<file path="config.mk">
export PLATFORM = sky130hd
export DESIGN_NAME = aes_key_sched_ctrl
export DESIGN_NICKNAME = d
export VERILOG_FILES = /design/src/rtl/aes_key_sched_ctrl.sv
export SDC_FILE = /design/constraint.sdc
export NUM_CORES = 2
export LEC_CHECK = 0
export ABC_AREA = 1
export CAP_MARGIN = 20
export CORE_MARGIN = 2
export CORE_UTILIZATION = 40
export DETAILED_ROUTE_END_ITERATION = 7
export RECOVER_POWER = 25
export SYNTH_ARGS = -nofsm -noshare
export SYNTH_HDL_FRONTEND = slang
export SYNTH_SLANG_ARGS = --single-unit
export TNS_END_PERCENT = 5
</file>
<file path="constraint.sdc">
create_clock -name clk -period 60.8 [get_ports clk]
set_input_delay 9.12 -clock clk [delete_from_list [all_inputs] [get_ports clk]]
set_output_delay 9.12 -clock clk [all_outputs]
set_load 0.05 [all_outputs]
</file>
<file path="src/rtl/aes_key_sched_ctrl.sv">
// aes_key_sched_ctrl: sequencer for the combinational AES-128 round-key
// generator. Accepts a cipher key on a valid/ready handshake, steps the
// generator one round per cycle and stores every round key in a key file
// with a registered read port.
//
// Handshake: a key is accepted on a rising edge where i_key_vld and
// o_key_rdy are both high; the source holds i_key stable until then.
//
// Optional feature macro: AES_KEYSCHED_ZEROIZE_EN adds the i_zeroize port,
// which wipes the key file, working key and read data and aborts expansion.
module aes_key_sched_ctrl #(
   parameter int NR    = 10,
   parameter int KEY_W = 128
) (
   input  logic             clk,
   input  logic             rst,
   input  logic             i_key_vld,
   input  logic [KEY_W-1:0] i_key,
   output logic             o_key_rdy,
   output logic [KEY_W-1:0] o_kg_pre_key,
   output logic             o_kg_en,
   output logic [3:0]       o_kg_round,
   input  logic [KEY_W-1:0] i_kg_next_key,
   output logic             o_busy,
   output logic             o_done,
   output logic             o_keys_vld,
   input  logic             i_rd_en,
   input  logic [3:0]       i_rd_idx,
   output logic [KEY_W-1:0] o_rd_key,
   output logic             o_rd_vld,
`ifdef AES_KEYSCHED_ZEROIZE_EN
   input  logic             i_zeroize,
`endif
   output logic [1:0]       dbg_state
);

   typedef enum logic [1:0] {
      ST_IDLE   = 2'd0,
      ST_EXPAND = 2'd1,
      ST_DONE   = 2'd2
   } state_t;

   state_t           state;
   state_t           state_nxt;
   logic [3:0]       rnd;
   logic [KEY_W-1:0] work;
   logic [KEY_W-1:0] key_file [0:NR];
   logic [KEY_W-1:0] rd_mux;
   logic             zeroize;
   logic             key_hs;

`ifdef AES_KEYSCHED_ZEROIZE_EN
   assign zeroize = i_zeroize;
`else
   assign zeroize = 1'b0;
`endif

   // zeroize discards a key offered in the same cycle
   assign key_hs    = i_key_vld & o_key_rdy & ~zeroize;
   assign dbg_state = state;

   // FSM state register
   always_ff @(posedge clk or posedge rst) begin
      if (rst) begin
         state <= ST_IDLE;
      end else begin
         state <= state_nxt;
      end
   end

   // FSM next-state logic; zeroize overrides everything
   always_comb begin
      state_nxt = state;
      case (state)
         ST_IDLE:   if (key_hs) state_nxt = ST_EXPAND;
         ST_EXPAND: if (rnd == 4'(NR)) state_nxt = ST_DONE;
         ST_DONE:   state_nxt = ST_IDLE;
         default:   state_nxt = ST_IDLE;
      endcase
      if (zeroize) state_nxt = ST_IDLE;
   end

   // FSM outputs; generator is disabled (pass-through) outside EXPAND
   always_comb begin
      o_key_rdy    = 1'b0;
      o_busy       = 1'b0;
      o_done       = 1'b0;
      o_kg_en      = 1'b0;
      o_kg_round   = 4'd0;
      o_kg_pre_key = '0;
      case (state)
         ST_IDLE: begin
            o_key_rdy = 1'b1;
         end
         ST_EXPAND: begin
            o_busy       = 1'b1;
            o_kg_en      = 1'b1;
            o_kg_round   = rnd;
            o_kg_pre_key = work;
         end
         ST_DONE: begin
            o_done = 1'b1;
         end
         default: begin
         end
      endcase
   end

   // round counter, working key and key file writes
   always_ff @(posedge clk or posedge rst) begin
      if (rst) begin
         rnd        <= 4'd0;
         work       <= '0;
         o_keys_vld <= 1'b0;
         for (int i = 0; i <= NR; i++) key_file[i] <= '0;
      end else if (zeroize) begin
         rnd        <= 4'd0;
         work       <= '0;
         o_keys_vld <= 1'b0;
         for (int i = 0; i <= NR; i++) key_file[i] <= '0;
      end else begin
         case (state)
            ST_IDLE: begin
               if (key_hs) begin
                  key_file[0] <= i_key;
                  work        <= i_key;
                  rnd         <= 4'd1;
                  o_keys_vld  <= 1'b0;
               end
            end
            ST_EXPAND: begin
               for (int i = 1; i <= NR; i++) begin
                  if (rnd == 4'(i)) key_file[i] <= i_kg_next_key;
               end
               work <= i_kg_next_key;
               rnd  <= rnd + 4'd1;
            end
            ST_DONE: begin
               o_keys_vld <= 1'b1;
               rnd        <= 4'd0;
            end
            default: begin
               rnd <= 4'd0;
            end
         endcase
      end
   end

   // read mux; indices beyond the last round return zero
   always_comb begin
      rd_mux = '0;
      for (int i = 0; i <= NR; i++) begin
         if (i_rd_idx == 4'(i)) rd_mux = key_file[i];
      end
   end

   // registered read port; sees the pre-write slot contents of this cycle
   always_ff @(posedge clk or posedge rst) begin
      if (rst) begin
         o_rd_key <= '0;
         o_rd_vld <= 1'b0;
      end else begin
         o_rd_vld <= i_rd_en;
         if (zeroize) begin
            o_rd_key <= '0;
         end else if (i_rd_en) begin
            o_rd_key <= rd_mux;
         end
      end
   end

endmodule

</file>
==> reports/metrics.yaml <==
job:
  maxCapViolations: 2
drt:
  viasPerCell: 5.18
  wire_per_inst_um: 20.9
  ant_nets: 0
  drc_errors: 0
  drt_iter0_markers: 5453
  vias: 60900
  dr.pass1.iters: 6
  drt-total-wl_um: 245000
worst_setup_path:
  critPathArrivalTime_ps: 5640
  crit_fanout: 102
  slowest_delay_ps: 1460
  cp-end-kind: "output port"
  r2r_setup_slack_ps: 54800
  worstSetupStartpointType: "register"
  crit_type: "reg -> out"
  timing.rr.start: "dbg_state[1]$_DFFE_PP0P_"
  crit_slowest_cell: "nor2_1"
  required_ps: 51680
  path_cells: "nor2_1, inv_8, buf_4, buf_4, nor2_1, clkdlybuf4s50_1"
  crit_family: "buffers and inverters"
  startpoint: "dbg_state[1]$_DFFE_PP0P_"
  worst-path-buf-inv: 4
clocking:
  insertion_delay_ps: 850
  clk_pin_slew_ps: 60
  cts_htree_levels: 4
  cts_buffer_depth: 3
  cts_resized: 0
  cts_tree: "done"
  cts_buffers: 180
  cts_sinks: 1672
  clockRootBuffer: "clkbuf_16"
  post-cts-setup-buffer-count: 0
  cts_hold_buffers: 0
floorplan:
  row_count: 156
  die-area_um2: 186000
  initial_core_util: 0.403
  num_io_pins: 532
  die_y_um: 431
  dieWidth_um: 431
  core_area_um2: 181000
final_layout:
  drive_gt1_frac: 0.0432
  ff_latch_area_um2: 41800
  area_delta_synth_final_pct: 17.9
  multi_input_area_um2: 25300
  nets: 9487
  nFillCells: 17600
  final_cell_mix: "2541 x nand2_1, 1672 x dfrtp_1, 1080 x o21ai_0, 1053 x nor2_1, 935 x inv_1"
  layout_commonest_cell: "nand2_1"
place:
  dp_hpwl_um: 139000
  gp_congestion: 0.818
  port_buffers: 531
sta:
  skew_ps: 40.1
  fmaxAchievable_mhz: 67.7
  setup_viol: 0
  slew_headroom: -1.02
  worst-slew-pin-transition_ps: 3030
  period_share: 0.243
  min_period_ps: 14760
  fin_tns_setup_ps: 0
  rsz0062_at_grt: "no"
  hold_viol: 0
  slew_viol_final: 48
power:
  ir_drop_mv: 0.0390
  p_leak_nw: 40.4
  p_per_area_nw_per_um2: 52.6
  finalPower_w: 0.00451
worst_hold_path:
  worstHoldStart: "o_rd_key[44]$_DFFE_PP0P_"
  min_path_type: "reg -> reg"
global_routing:
  grt_max_degree: 191
  grt_pass1_wl_um: 372000
  overflow: 0
  grt_pass1_vias: 59000
  antenna_found_initial: 32
  grtUsageTotal: 0.263
logic_synthesis:
  yosysSeqAreaShare: 0.574
  yosys.area.top_type: "dfrtp_1"
  ys_types: 26
  syn_avg_cell_area_um2: 8.12
  synth_seq_cells: 1672
  ys_warn_count: 0
  netlist_top_cells_area: "dfrtp_1 57%, nand2_1 13%, o21ai_0 7.4%"
  syn_nets: 9240
  synthCells: 8972
  synth_top_area_share: 0.574
  syn_area_um2: 72800
outcome:
  status: "finished, violations left"
  violations: "max-capacitance violations, max-slew violations"
==> per-stage QoR <==
step	hold slack, ps	std cells	cell area, µm²	utilization	worst slack [ps]
2_1_floorplan	448	8972	72800	-	4490
3_3_place_gp	461	11400	79700	0.441	46490
3_5_place_dp	465	11400	79700	0.441	46460
4_1_cts	481	11700	85800	0.475	47020
5_1_grt	495	11700	85800	0.475	45880
6_report	478	11700	85900	0.475	46040
==> power breakdown <==
group          internal (W)  switching, W
clock              0.000642      0.000472
sequential          0.00165      0.000265
combinational      0.000476       0.00101
total               0.00277       0.00174
==> flip-flops by register name (all words and copies together) (netlist names) <==
register / flops
work: 128
key_file: 1408
o_rd_vld: 1
rnd: 4
dbg_state: 2
o_keys_vld: 1
o_rd_key: 128
==> Yosys cell counts <==
library cell     n
nand3_1        277
dfrtp_1       1672
o211ai_1       128
nand3b_1         9
o21ai_0       1080
nor2_1        1057
clkbuf_1       338
a22oi_1          1
nor2_2           5
o22ai_1          1
buf_2          175
a21oi_1        513
buf_4            6
clkinv_1         3
nand2_2          4
o21ai_1          7
nand2_1       2549
nor2_4           4
inv_2           11
nand4_1        148
nor3_2           1
ha_1             4
buf_1           28
inv_1          939
nor3_1          11
xor2_1           1
==> layer usage <==
metal  up-vias  global-route usage  part of all wire
met5         -                   0           0.00028
met4        12               0.112             0.042
met3       465              0.0339             0.056
met2      1991               0.427              0.47
met1     29700               0.355              0.43
li1      28700                   -                 -
==> worst min-delay path: stages (launching register included) <==
cell     delay, ps
dfrtp_1        340
nand2_1         60
nand2_1         50
==> kinds of logic (layout without fill, tap and decap cells) <==
group,Yosys count,count (layout),share of synthesized area
other cells,0,12,0
compound gates,1730,1730,0.123
simple gates,4065,4065,0.221
xor+xnor,1,1,0.000120
buf+inv,1500,1886,0.0806
flops,1672,1672,0.574
fa+ha+maj,4,4,0.000687
==> cell type report <==
class,instances,area share
timing repair buffer,612,0.0708
multi-input combinational,5800,0.294
sequential,1672,0.487
inverter,953,0.0424
tap,2370,0.0345
antenna,12,0.000350
clock buffer,275,0.0626
clock inverter,46,0.00780
==> worst paths after layout <==
check	endpoint	cells after the start
setup / recovery	o_kg_pre_key[86]	6
hold / removal	o_rd_key[44]$_DFFE_PP0P_	2
setup reg to reg	key_file[443]$_DFFE_PP0P_	9
hold reg to reg	o_rd_key[44]$_DFFE_PP0P_	2
max in group asynchronous	key_file[321]$_DFFE_PP0P_	7
min in group asynchronous	key_file[386]$_DFFE_PP0P_	2
Note: power is estimated with default switching activity, not from simulation.
